**src/rtl/motor_ramp_ctrl.sv**
```systemverilog
// motor_ramp_ctrl: command sequencer in front of the dc_motor PWM block.
// Drives psw = {dir, duty level}. Accepts speed/direction commands over
// valid/ready. Ramps the duty level one step per RAMP_TICKS cycles.
// Every direction reversal passes through level 0 plus a DWELL_TICKS dwell.
// estop forces level 0 immediately and latches a sticky fault flag.
// Optional feature: define MOTOR_CMD_WDT_EN to enable the command watchdog.
// The watchdog ramps the motor down to 0 when no command arrives for
// WDT_TICKS cycles while the motor is not idle.
module motor_ramp_ctrl #(
    parameter int unsigned RAMP_TICKS  = 1_000_000,
    parameter int unsigned DWELL_TICKS = 2_500_000,
    parameter int unsigned CNT_W       = 22,
    parameter int unsigned WDT_TICKS   = 50_000_000,
    parameter int unsigned WDT_W       = 26
) (
    input  logic       clk,
    input  logic       rst_n,
    input  logic       cmd_valid,
    output logic       cmd_ready,
    input  logic [1:0] cmd_level,
    input  logic       cmd_dir,
    input  logic       estop,
    output logic [2:0] psw,
    output logic       busy,
    output logic       fault,
    output logic       wdt_trip
);

    typedef enum logic [2:0] {
        ST_IDLE    = 3'd0,
        ST_HOLD    = 3'd1,
        ST_RAMP_UP = 3'd2,
        ST_RAMP_DN = 3'd3,
        ST_DWELL   = 3'd4,
        ST_ESTOP   = 3'd5
    } state_t;

    localparam logic [CNT_W-1:0] RAMP_LOAD  = CNT_W'(RAMP_TICKS - 1);
    localparam logic [CNT_W-1:0] DWELL_LOAD = CNT_W'(DWELL_TICKS - 1);

    state_t           state_r;
    logic             cur_dir_r;
    logic [1:0]       cur_level_r;
    logic             tgt_dir_r;
    logic [1:0]       tgt_level_r;
    logic             rev_pend_r;
    logic [CNT_W-1:0] cnt_r;
    logic             fault_r;
    logic             ready_r;
    logic             busy_r;

    logic             xfer_s;
    logic [1:0]       goal_s;
    logic [1:0]       lvl_up_s;
    logic [1:0]       lvl_dn_s;
    logic             wdt_hit_s;

    // ready_r is only set in IDLE/HOLD. estop masks it directly so that
    // no command looks accepted on an edge where estop wins.
    assign cmd_ready = ready_r & ~estop;
    assign psw       = {cur_dir_r, cur_level_r};
    assign busy      = busy_r;
    assign fault     = fault_r;

    // Handshake transfer and saturating next-level values for the ramps.
    always_comb begin
        xfer_s   = cmd_valid & ready_r & ~estop;
        goal_s   = rev_pend_r ? 2'd0 : tgt_level_r;
        lvl_up_s = (cur_level_r != 2'd3)   ? (cur_level_r + 2'd1) : cur_level_r;
        lvl_dn_s = (cur_level_r > goal_s)  ? (cur_level_r - 2'd1) : cur_level_r;
    end

`ifdef MOTOR_CMD_WDT_EN
    localparam logic [WDT_W-1:0] WDT_LAST = WDT_W'(WDT_TICKS - 1);

    logic [WDT_W-1:0] wdt_cnt_r;
    logic             wdt_trip_r;
    logic             wdt_run_s;

    // The watchdog runs only while the motor is not idle and no command or estop
    // is being taken this cycle.
    always_comb begin
        wdt_run_s = ((state_r == ST_HOLD) || (state_r == ST_RAMP_UP) ||
                     (state_r == ST_RAMP_DN) || (state_r == ST_DWELL)) &&
                    !xfer_s && !estop;
        wdt_hit_s = wdt_run_s && (wdt_cnt_r == WDT_LAST);
    end

    // Watchdog counter and its one-cycle expiry pulse.
    always_ff @(posedge clk) begin
        if (!rst_n) begin
            wdt_cnt_r  <= '0;
            wdt_trip_r <= 1'b0;
        end else begin
            if (!wdt_run_s || wdt_hit_s) begin
                wdt_cnt_r <= '0;
            end else begin
                wdt_cnt_r <= wdt_cnt_r + WDT_W'(1);
            end
            wdt_trip_r <= wdt_hit_s;
        end
    end

    assign wdt_trip = wdt_trip_r;
`else
    assign wdt_hit_s = 1'b0;
    assign wdt_trip  = 1'b0;

    // Watchdog parameters stay in the interface so both builds share one instantiation.
    if ((WDT_TICKS < 1) || (WDT_W < 1)) begin : g_wdt_cfg_unused
    end
`endif

    // Main sequencer: estop first, then watchdog, then handshake and ramp/dwell timing.
    always_ff @(posedge clk) begin
        if (!rst_n) begin
            state_r     <= ST_IDLE;
            cur_dir_r   <= 1'b0;
            cur_level_r <= 2'd0;
            tgt_dir_r   <= 1'b0;
            tgt_level_r <= 2'd0;
            rev_pend_r  <= 1'b0;
            cnt_r       <= '0;
            fault_r     <= 1'b0;
            ready_r     <= 1'b1;
            busy_r      <= 1'b0;
        end else if (estop) begin
            state_r     <= ST_ESTOP;
            cur_level_r <= 2'd0;
            rev_pend_r  <= 1'b0;
            cnt_r       <= '0;
            fault_r     <= 1'b1;
            ready_r     <= 1'b0;
            busy_r      <= 1'b0;
        end else if (wdt_hit_s) begin
            // Command stream went silent: ramp down in the current direction.
            tgt_dir_r   <= cur_dir_r;
            tgt_level_r <= 2'd0;
            rev_pend_r  <= 1'b0;
            state_r     <= ST_RAMP_DN;
            cnt_r       <= RAMP_LOAD;
            ready_r     <= 1'b0;
            busy_r      <= 1'b1;
        end else begin
            case (state_r)
                ST_IDLE, ST_HOLD: begin
                    if (xfer_s) begin
                        tgt_dir_r   <= cmd_dir;
                        tgt_level_r <= cmd_level;
                        fault_r     <= 1'b0;
                        if ((cmd_dir == cur_dir_r) || (cur_level_r == 2'd0)) begin
                            cur_dir_r  <= cmd_dir;
                            rev_pend_r <= 1'b0;
                            if (cmd_level > cur_level_r) begin
                                state_r <= ST_RAMP_UP;
                                cnt_r   <= RAMP_LOAD;
                                ready_r <= 1'b0;
                                busy_r  <= 1'b1;
                            end else if (cmd_level < cur_level_r) begin
                                state_r <= ST_RAMP_DN;
                                cnt_r   <= RAMP_LOAD;
                                ready_r <= 1'b0;
                                busy_r  <= 1'b1;
                            end else begin
                                state_r <= state_r;
                            end
                        end else begin
                            // Reversal while moving: go through zero and a dwell first.
                            rev_pend_r <= 1'b1;
                            state_r    <= ST_RAMP_DN;
                            cnt_r      <= RAMP_LOAD;
                            ready_r    <= 1'b0;
                            busy_r     <= 1'b1;
                        end
                    end else begin
                        state_r <= state_r;
                    end
                end
                ST_RAMP_UP: begin
                    if (cnt_r != '0) begin
                        cnt_r <= cnt_r - CNT_W'(1);
                    end else begin
                        cur_level_r <= lvl_up_s;
                        if (lvl_up_s >= tgt_level_r) begin
                            state_r <= ST_HOLD;
                            cnt_r   <= '0;
                            ready_r <= 1'b1;
                            busy_r  <= 1'b0;
                        end else begin
                            cnt_r <= RAMP_LOAD;
                        end
                    end
                end
                ST_RAMP_DN: begin
                    if (cnt_r != '0) begin
                        cnt_r <= cnt_r - CNT_W'(1);
                    end else begin
                        cur_level_r <= lvl_dn_s;
                        if (lvl_dn_s <= goal_s) begin
                            if (rev_pend_r) begin
                                state_r <= ST_DWELL;
                                cnt_r   <= DWELL_LOAD;
                            end else begin
                                state_r <= (lvl_dn_s == 2'd0) ? ST_IDLE : ST_HOLD;
                                cnt_r   <= '0;
                                ready_r <= 1'b1;
                                busy_r  <= 1'b0;
                            end
                        end else begin
                            cnt_r <= RAMP_LOAD;
                        end
                    end
                end
                ST_DWELL: begin
                    if (cnt_r != '0) begin
                        cnt_r <= cnt_r - CNT_W'(1);
                    end else begin
                        cur_dir_r  <= tgt_dir_r;
                        rev_pend_r <= 1'b0;
                        if (tgt_level_r != 2'd0) begin
                            state_r <= ST_RAMP_UP;
                            cnt_r   <= RAMP_LOAD;
                        end else begin
                            state_r <= ST_IDLE;
                            cnt_r   <= '0;
                            ready_r <= 1'b1;
                            busy_r  <= 1'b0;
                        end
                    end
                end
                ST_ESTOP: begin
                    // estop has dropped (it is handled above while high).
                    state_r <= ST_IDLE;
                    ready_r <= 1'b1;
                end
                default: begin
                    state_r     <= ST_IDLE;
                    cur_level_r <= 2'd0;
                    rev_pend_r  <= 1'b0;
                    cnt_r       <= '0;
                    ready_r     <= 1'b1;
                    busy_r      <= 1'b0;
                end
            endcase
        end
    end

endmodule
```
**config.mk**
```make
export PLATFORM = sky130hd
export DESIGN_NAME = motor_ramp_ctrl
export DESIGN_NICKNAME = d
export VERILOG_FILES = /design/src/rtl/motor_ramp_ctrl.sv
export SDC_FILE = /design/constraint.sdc
export NUM_CORES = 1
export LEC_CHECK = 0
export CAP_MARGIN = 0
export CELL_PAD_IN_SITES_DETAIL_PLACEMENT = 0
export CELL_PAD_IN_SITES_GLOBAL_PLACEMENT = 1
export CORE_ASPECT_RATIO = 0.75
export CORE_UTILIZATION = 43
export CTS_BUF_LIST = sky130_fd_sc_hd__clkbuf_2 sky130_fd_sc_hd__clkbuf_4 sky130_fd_sc_hd__clkbuf_8
export DETAILED_ROUTE_END_ITERATION = 8
export PLACE_DENSITY = 0.82
export SYNTH_ARGS = -nofsm -noshare
export SYNTH_HDL_FRONTEND = slang
export SYNTH_SLANG_ARGS = --single-unit
```
**constraint.sdc**
```tcl
create_clock -name clk -period 7.6 [get_ports clk]
set_clock_uncertainty 0.15 [all_clocks]
set_input_delay 1.52 -clock clk [delete_from_list [all_inputs] [get_ports clk]]
set_output_delay 1.52 -clock clk [all_outputs]
set_load 0.01 [all_outputs]
```
==> results of run 1 <==
[Yosys cell counts (3+ instances only)]
cell type,n,area [um2]
nand2b_1,6,37.5
inv_1,12,45.0
or3_1,7,43.8
mux2i_1,5,50.1
and2_1,5,31.3
nand4_1,4,25.0
or4_1,3,22.5
nor3b_1,4,30.0
a22o_1,3,26.3
nor2_1,24,90.1
o21ai_0,27,135
clkbuf_1,12,45.0
o31ai_1,4,30.0
or2_2,6,37.5
ha_1,12,150
dfxtp_1,35,701
a31oi_1,3,18.8
xnor2_1,10,87.6
a21oi_1,16,80.1
nor4_1,6,37.5
nor2b_1,15,93.8
a221o_1,4,40.0
nand2_1,27,101
nand3_1,9,45.0
a211oi_1,5,37.5
nor3_1,3,15.0
[cell families (layout without fill, tap and decap cells)]
kind of cell / after synthesis / count (layout)
adder cells (fa/ha/maj): 12 / 12
flip-flops: 35 / 35
buffers and inverters: 29 / 33
AO/OA/AOI/OAI: 86 / 86
other: 1 / 1
multiplexers: 5 / 5
XOR/XNOR: 11 / 11
AND/OR/NAND/NOR: 127 / 127
[layout make-up]
| type | instances | area (um2) |
|---|---|---|
| fillers | 554 | 2720 |
| multi-input cells | 242 | 1570 |
| flip-flops and latches | 35 | 701 |
| repair buffers | 13 | 128 |
| clock buffers | 7 | 96.3 |
| well taps | 75 | 93.8 |
| inverters | 12 | 45.0 |
| clock inverters | 1 | 7.51 |
[through the flow]
stage | instance area (um2) | cells | worst slack [ns] | power, W | util (%)
floorplan | 2380 | 306 | 3.98 | 0.000520 | -
global placement | 2530 | 377 | 3.07 | 0.000603 | 47.3
detailed placement | 2530 | 377 | 3.00 | 0.000604 | 47.3
CTS | 2640 | 385 | 2.98 | 0.000759 | 49.3
global route | 2640 | 385 | 2.90 | 0.000814 | 49.3
finish | 2640 | 385 | 2.98 | 0.000762 | 49.3
[power by group]
part	internal (W)	switching, W	total [W]
Combinational	0.000145	0.000222	0.000367
Sequential	0.000207	0.0000343	0.000241
Clock	0.0000826	0.0000718	0.000154
Total	0.000435	0.000328	0.000762
[critical path, cell delays in order]
cell             delay (ns)
clkdlybuf4s50_1        0.56
nor2b_1                0.28
clkdlybuf4s50_1        0.58
[registers in the layout, indices dropped and copies added (netlist names)]
register	flops
tgt_dir_r	1
fault	1
state_r	3
busy	1
tgt_level_r	2
ready_r	1
cnt_r	22
rev_pend_r	1
cur_dir_r	1
cur_level_r	2
[worst paths after layout]
path | startpoint | end | depth (start not counted)
max | estop | cmd_ready | 3
min | cnt_r[21]$_SDFFE_PP0P_ | cnt_r[21]$_SDFFE_PP0P_ | 2
max reg2reg | cur_level_r[0]$_SDFFE_PP0P_ | cnt_r[3]$_SDFFE_PP0P_ | 13
min reg2reg | cnt_r[21]$_SDFFE_PP0P_ | cnt_r[21]$_SDFFE_PP0P_ | 2
[layer usage]
layer / share of wire, % / up-vias / global-route usage (%)
met5: 0 / - / 0
met1: 53 / 1072 / 35.3
met3: 5.3 / 2 / 4.46
met2: 42 / 66 / 31.2
met4: 0.27 / 0 / 4.92
li1: - / 1118 / -
==> impl_metrics.csv, run 1 <==
group,metric,value,unit
logic_synthesis,ys_warn_count,0,
timing,fmax,217,MHz
clock_tree,cts_inserted_buffers,5,
logic_synthesis,async_reset_ff_share,0,%
cells_and_area,drive_gt1_share,6.77,%
routing,drtIter0Drc,243,
setup_path,critPathRequiredTime,5.93,ns
clock_tree,ctsResizeCount,0,
status,status,"completed",
timing,relSlewSlack,47.4,%
timing,fin_tns_setup,0,ns
place,place_congestion,0.824,
logic_synthesis,netlist_instances,306,
logic_synthesis,synth_seq_cells,35,
logic_synthesis,synthAdderAreaFrac,6.30,%
timing,finalSetupViolations,0,
die,coreArea,5350,um2
global_routing,grt_remaining_overflow,0,
die,die_area,5850,um2
setup_path,rrSetupSlack,4.11,ns
cells_and_area,layout_commonest_cell,"dfxtp_1",
setup_path,crit_path_max_fanout,10,
die,row_count,23,
timing,final-max-slew-violation-count,0,
place,dpl.hpwl,4480,um
setup_path,worstSetupPathType,"input port to output port",
global_routing,grt_start_max_net_pins,19,
global_routing,gr-usage-all-layers,22.6,%
logic_synthesis,synth.net_count,325,
timing,tightest_slew,0.788,ns
logic_synthesis,synth_compound_area_share,24.3,%
setup_path,end_kind,"output port",
global_routing,grt_pass1_vias,2035,
global_routing,grt_pass1_wl,10100,um
place,place.port_buffers,12,
logic_synthesis,synth_xor_area_share,4.04,%
setup_path,crit_path_start_kind,"input port",
clock_tree,clk_latency,0.29,ns
clock_tree,numClockSinks,35,
timing,holdWs,0.322,ns
logic_synthesis,synth.cell_area,2380,um2
logic_synthesis,synth_edf_count,0,
global_routing,antenna_found_initial,0,
timing,hold_viol,0,
die,ioPinCount,14,
cells_and_area,layout_common_cells,"dfxtp_1, nand2_1, o21ai_0",
setup_path,critPathArrivalTime,2.95,ns
logic_synthesis,synth_seq_area_share,29.4,%
logic_synthesis,synth_ff_type,"dfxtp_1",
timing,fin_crit_sh,60.8,%
min_path,hold_class,"flip-flop to flip-flop",
logic_synthesis,synth_top_family_by_area,"simple AND/OR/NAND/NOR gates",
clock_tree,post-cts-setup-buffers,0,
routing,drc_errors,0,
cells_and_area,area_growth,10.5,%
clock_tree,clkSlewWorstSetupHoldPaths,0.08,ns
die,fp.dieH,66.5,um
clock_tree,cts_tree,"built",
routing,vias,2258,
job,drv_cap,0,
logic_synthesis,synthSimpleGateAreaFrac,28.8,%
clock_tree,cts_hold_buf,0,
logic_synthesis,synth.mux.area_fraction,2.10,%
logic_synthesis,post_synth.cell_area_avg,7.79,um2
timing,period_needed,4.62,ns
routing,via_per_inst,5.86,
die,start_util,44.6,%
cells_and_area,antenna_cells,0,
routing,ant_nets,0,
routing,wirelength,6190,um
pwr,leakagePower,1.04,nW
clock_tree,htreeDepth,2,
pwr,peakVddDrop,0.000155,V
clock_tree,cts-root-buf,"clkbuf_8",
die,dieWidth,88.0,um
clock_tree,clockBufferDepth,2,
routing,first_pass_iters,5,
timing,rsz0062_at_grt,"false",
routing,wl_per_cell,16.1,um
cells_and_area,fin_nets,328,
logic_synthesis,ys_types,55,
pwr,power.density,289,nW/um2
Note: power is estimated with default switching activity, not from simulation.
==> inputs of run 2 (changes only) <==
- CORE_UTILIZATION: 43 -> 42
- PLACE_DENSITY: 0.82 -> 0.84
- clock period: 7.6 -> 3.95 ns (I/O delays scaled with it)
==> impl_metrics.csv, run 2 (same netlist as run 1, synthesis figures left out) <==
group,metric,value,unit
status,status,"completed",
clock_tree,clkSlewWorstSetupHoldPaths,0.08,ns
die,row_count,23,
clock_tree,ctsResizeCount,0,
pwr,peakVddDrop,0.000206,V
cells_and_area,antenna_cells,0,
global_routing,grt_start_max_net_pins,19,
timing,tightest_slew,0.590,ns
setup_path,regToRegEndpoint,"cnt_r[1]$_SDFFE_PP0P_",
global_routing,grt_remaining_overflow,0,
timing,hold_viol,0,
min_path,holdPathStages,2,
global_routing,antenna_found_initial,0,
cells_and_area,fin_area,2640,um2
min_path,min_from,"cnt_r[21]$_SDFFE_PP0P_",
pwr,p_clk_share,20.7,%
timing,rsz0062_at_grt,"false",
place,place_ws,0.420,ns
pwr,power.density,558,nW/um2
timing,final-max-slew-violation-count,0,
routing,vias,2255,
pwr,leakagePower,1.04,nW
pwr,total_power,0.00148,W
clock_tree,numClockSinks,35,
timing,fin_tns_setup,0,ns
global_routing,grt_pass1_wl,9910,um
routing,drc_errors,0,
timing,fin_ws,0.497,ns
timing,finalSetupViolations,0,
cells_and_area,area_growth,10.9,%
cells_and_area,largest_register_ffs,22,
routing,drtIter0Drc,155,
cells_and_area,layout_commonest_cell,"dfxtp_1",
clock_tree,cts-root-buf,"clkbuf_8",
timing,relSlewSlack,60.6,%
place,place_congestion,0.810,
cells_and_area,fin_nets,329,
pwr,pwr-share-comb,47.8,%
setup_path,crit_path_start_kind,"flip-flop",
die,die_area,5990,um2
place,dpl.hpwl,4440,um
pwr,power_switching,0.000637,W
die,dieWidth,89.0,um
place,place.port_buffers,12,
routing,via_per_inst,5.84,
cells_and_area,regMostFlops,"cnt_r",
clock_tree,cts_hold_buf,0,
die,ioPinCount,14,
job,drv_cap,0,
setup_path,worstSetupPathType,"flip-flop to flip-flop",
global_routing,grt_pass1_vias,2026,
timing,period_needed,3.45,ns
routing,wirelength,6040,um
clock_tree,htreeDepth,2,
routing,ant_nets,0,
min_path,min_to,"cnt_r[21]$_SDFFE_PP0P_",
clock_tree,cts_tree,"built",
routing,first_pass_iters,5,
clock_tree,clockBufferDepth,2,
cells_and_area,layout_common_cells,"dfxtp_1, nand2_1, o21ai_0",
setup_path,critPathRequiredTime,3.99,ns
setup_path,rr_worst_depth,13,
pwr,intPower,0.000838,W
clock_tree,clk_latency,0.30,ns
setup_path,end_kind,"flip-flop",
cells_and_area,drive_gt1_share,7.07,%
timing,fmax,290,MHz
timing,fin_crit_sh,87.4,%
setup_path,critPathArrivalTime,3.50,ns
place,dpl_cell_area,2540,um2
die,start_util,44.1,%
cells_and_area,reg_top3,"cnt_r: 22 flops, state_r: 3 flops",
die,fp.dieH,67.3,um
global_routing,gr-usage-all-layers,22.3,%
pwr,pwr-share-seq,31.5,%
setup_path,rrSetupSlack,0.50,ns
pwr,swShare,43.2,%
timing,holdWs,0.330,ns
die,coreArea,5410,um2
routing,wl_per_cell,15.7,um
setup_path,r2r_start,"tgt_level_r[1]$_SDFFE_PN0P_",
clock_tree,cts_inserted_buffers,5,
setup_path,crit_path_max_fanout,5,
min_path,hold_class,"flip-flop to flip-flop",
clock_tree,post-cts-setup-buffers,0,
-- run 2: cell count changes in the layout (fill, tap and decap cells not counted) --
cell / before / now
buf_4: 1 / 2
-- run 2: worst max path at each step --
stage | startpoint | end | slack, ns
floorplan | cur_level_r[0]$_SDFFE_PP0P_ | cnt_r[0]$_SDFFE_PP0P_ | 0.94
global placement | cmd_level[0] | cnt_r[0]$_SDFFE_PP0P_ | 0.48
detailed placement | cmd_level[0] | cnt_r[1]$_SDFFE_PP0P_ | 0.42
CTS | tgt_level_r[1]$_SDFFE_PN0P_ | cnt_r[1]$_SDFFE_PP0P_ | 0.50
global route | tgt_level_r[1]$_SDFFE_PN0P_ | cnt_r[17]$_SDFFE_PP0P_ | 0.19
finish | tgt_level_r[1]$_SDFFE_PN0P_ | cnt_r[1]$_SDFFE_PP0P_ | 0.50
-- run 2: power by group through the flow --
stage               Combinational [W]  Clock, W  Sequential, W
floorplan                    0.000560         0       0.000440
detailed placement           0.000697         0       0.000470
global placement             0.000692         0       0.000470
global route                 0.000785  0.000321       0.000473
CTS                          0.000701  0.000306       0.000462
finish                       0.000705  0.000306       0.000465
-- run 2: final cells by class --
| type | instances | area (um2) |
|---|---|---|
| fill | 548 | 2770 |
| multi-input combinational | 242 | 1570 |
| sequential | 35 | 701 |
| timing repair buffer | 14 | 135 |
| clock buffer | 7 | 96.3 |
| tap | 75 | 93.8 |
| inverter | 12 | 45.0 |
| clock inverter | 1 | 7.51 |
-- run 2: through the flow --
step | utilization (%) | cells
floorplan | - | 306
global placement | 46.9 | 378
detailed placement | 46.9 | 378
CTS | 48.9 | 386
global route | 48.9 | 386
finish | 48.9 | 386
-- run 2: critical path, cell delays in order (launching register included) --
cell and delay, ns:
dfxtp_1 0.44, nand2b_1 0.13, ha_1 0.31, nor2b_1 0.13
a2bb2oi_1 0.38, nor2_1 0.08, a21oi_1 0.20, ha_1 0.28
nor2b_1 0.14, o2111ai_1 0.21, and2_1 0.21, and4_4 0.28
nor2_2 0.07, a221o_1 0.32
-- run 2: routing by layer --
layer,share of wire [%],vias up,wire (um),track usage [%]
li1,-,1119,-,-
met1,51,1051,3070,32.7
met2,41,73,2450,30.6
met3,6.7,12,404,4.65
met4,1.9,0,117,9.72
met5,0,-,0,3.64
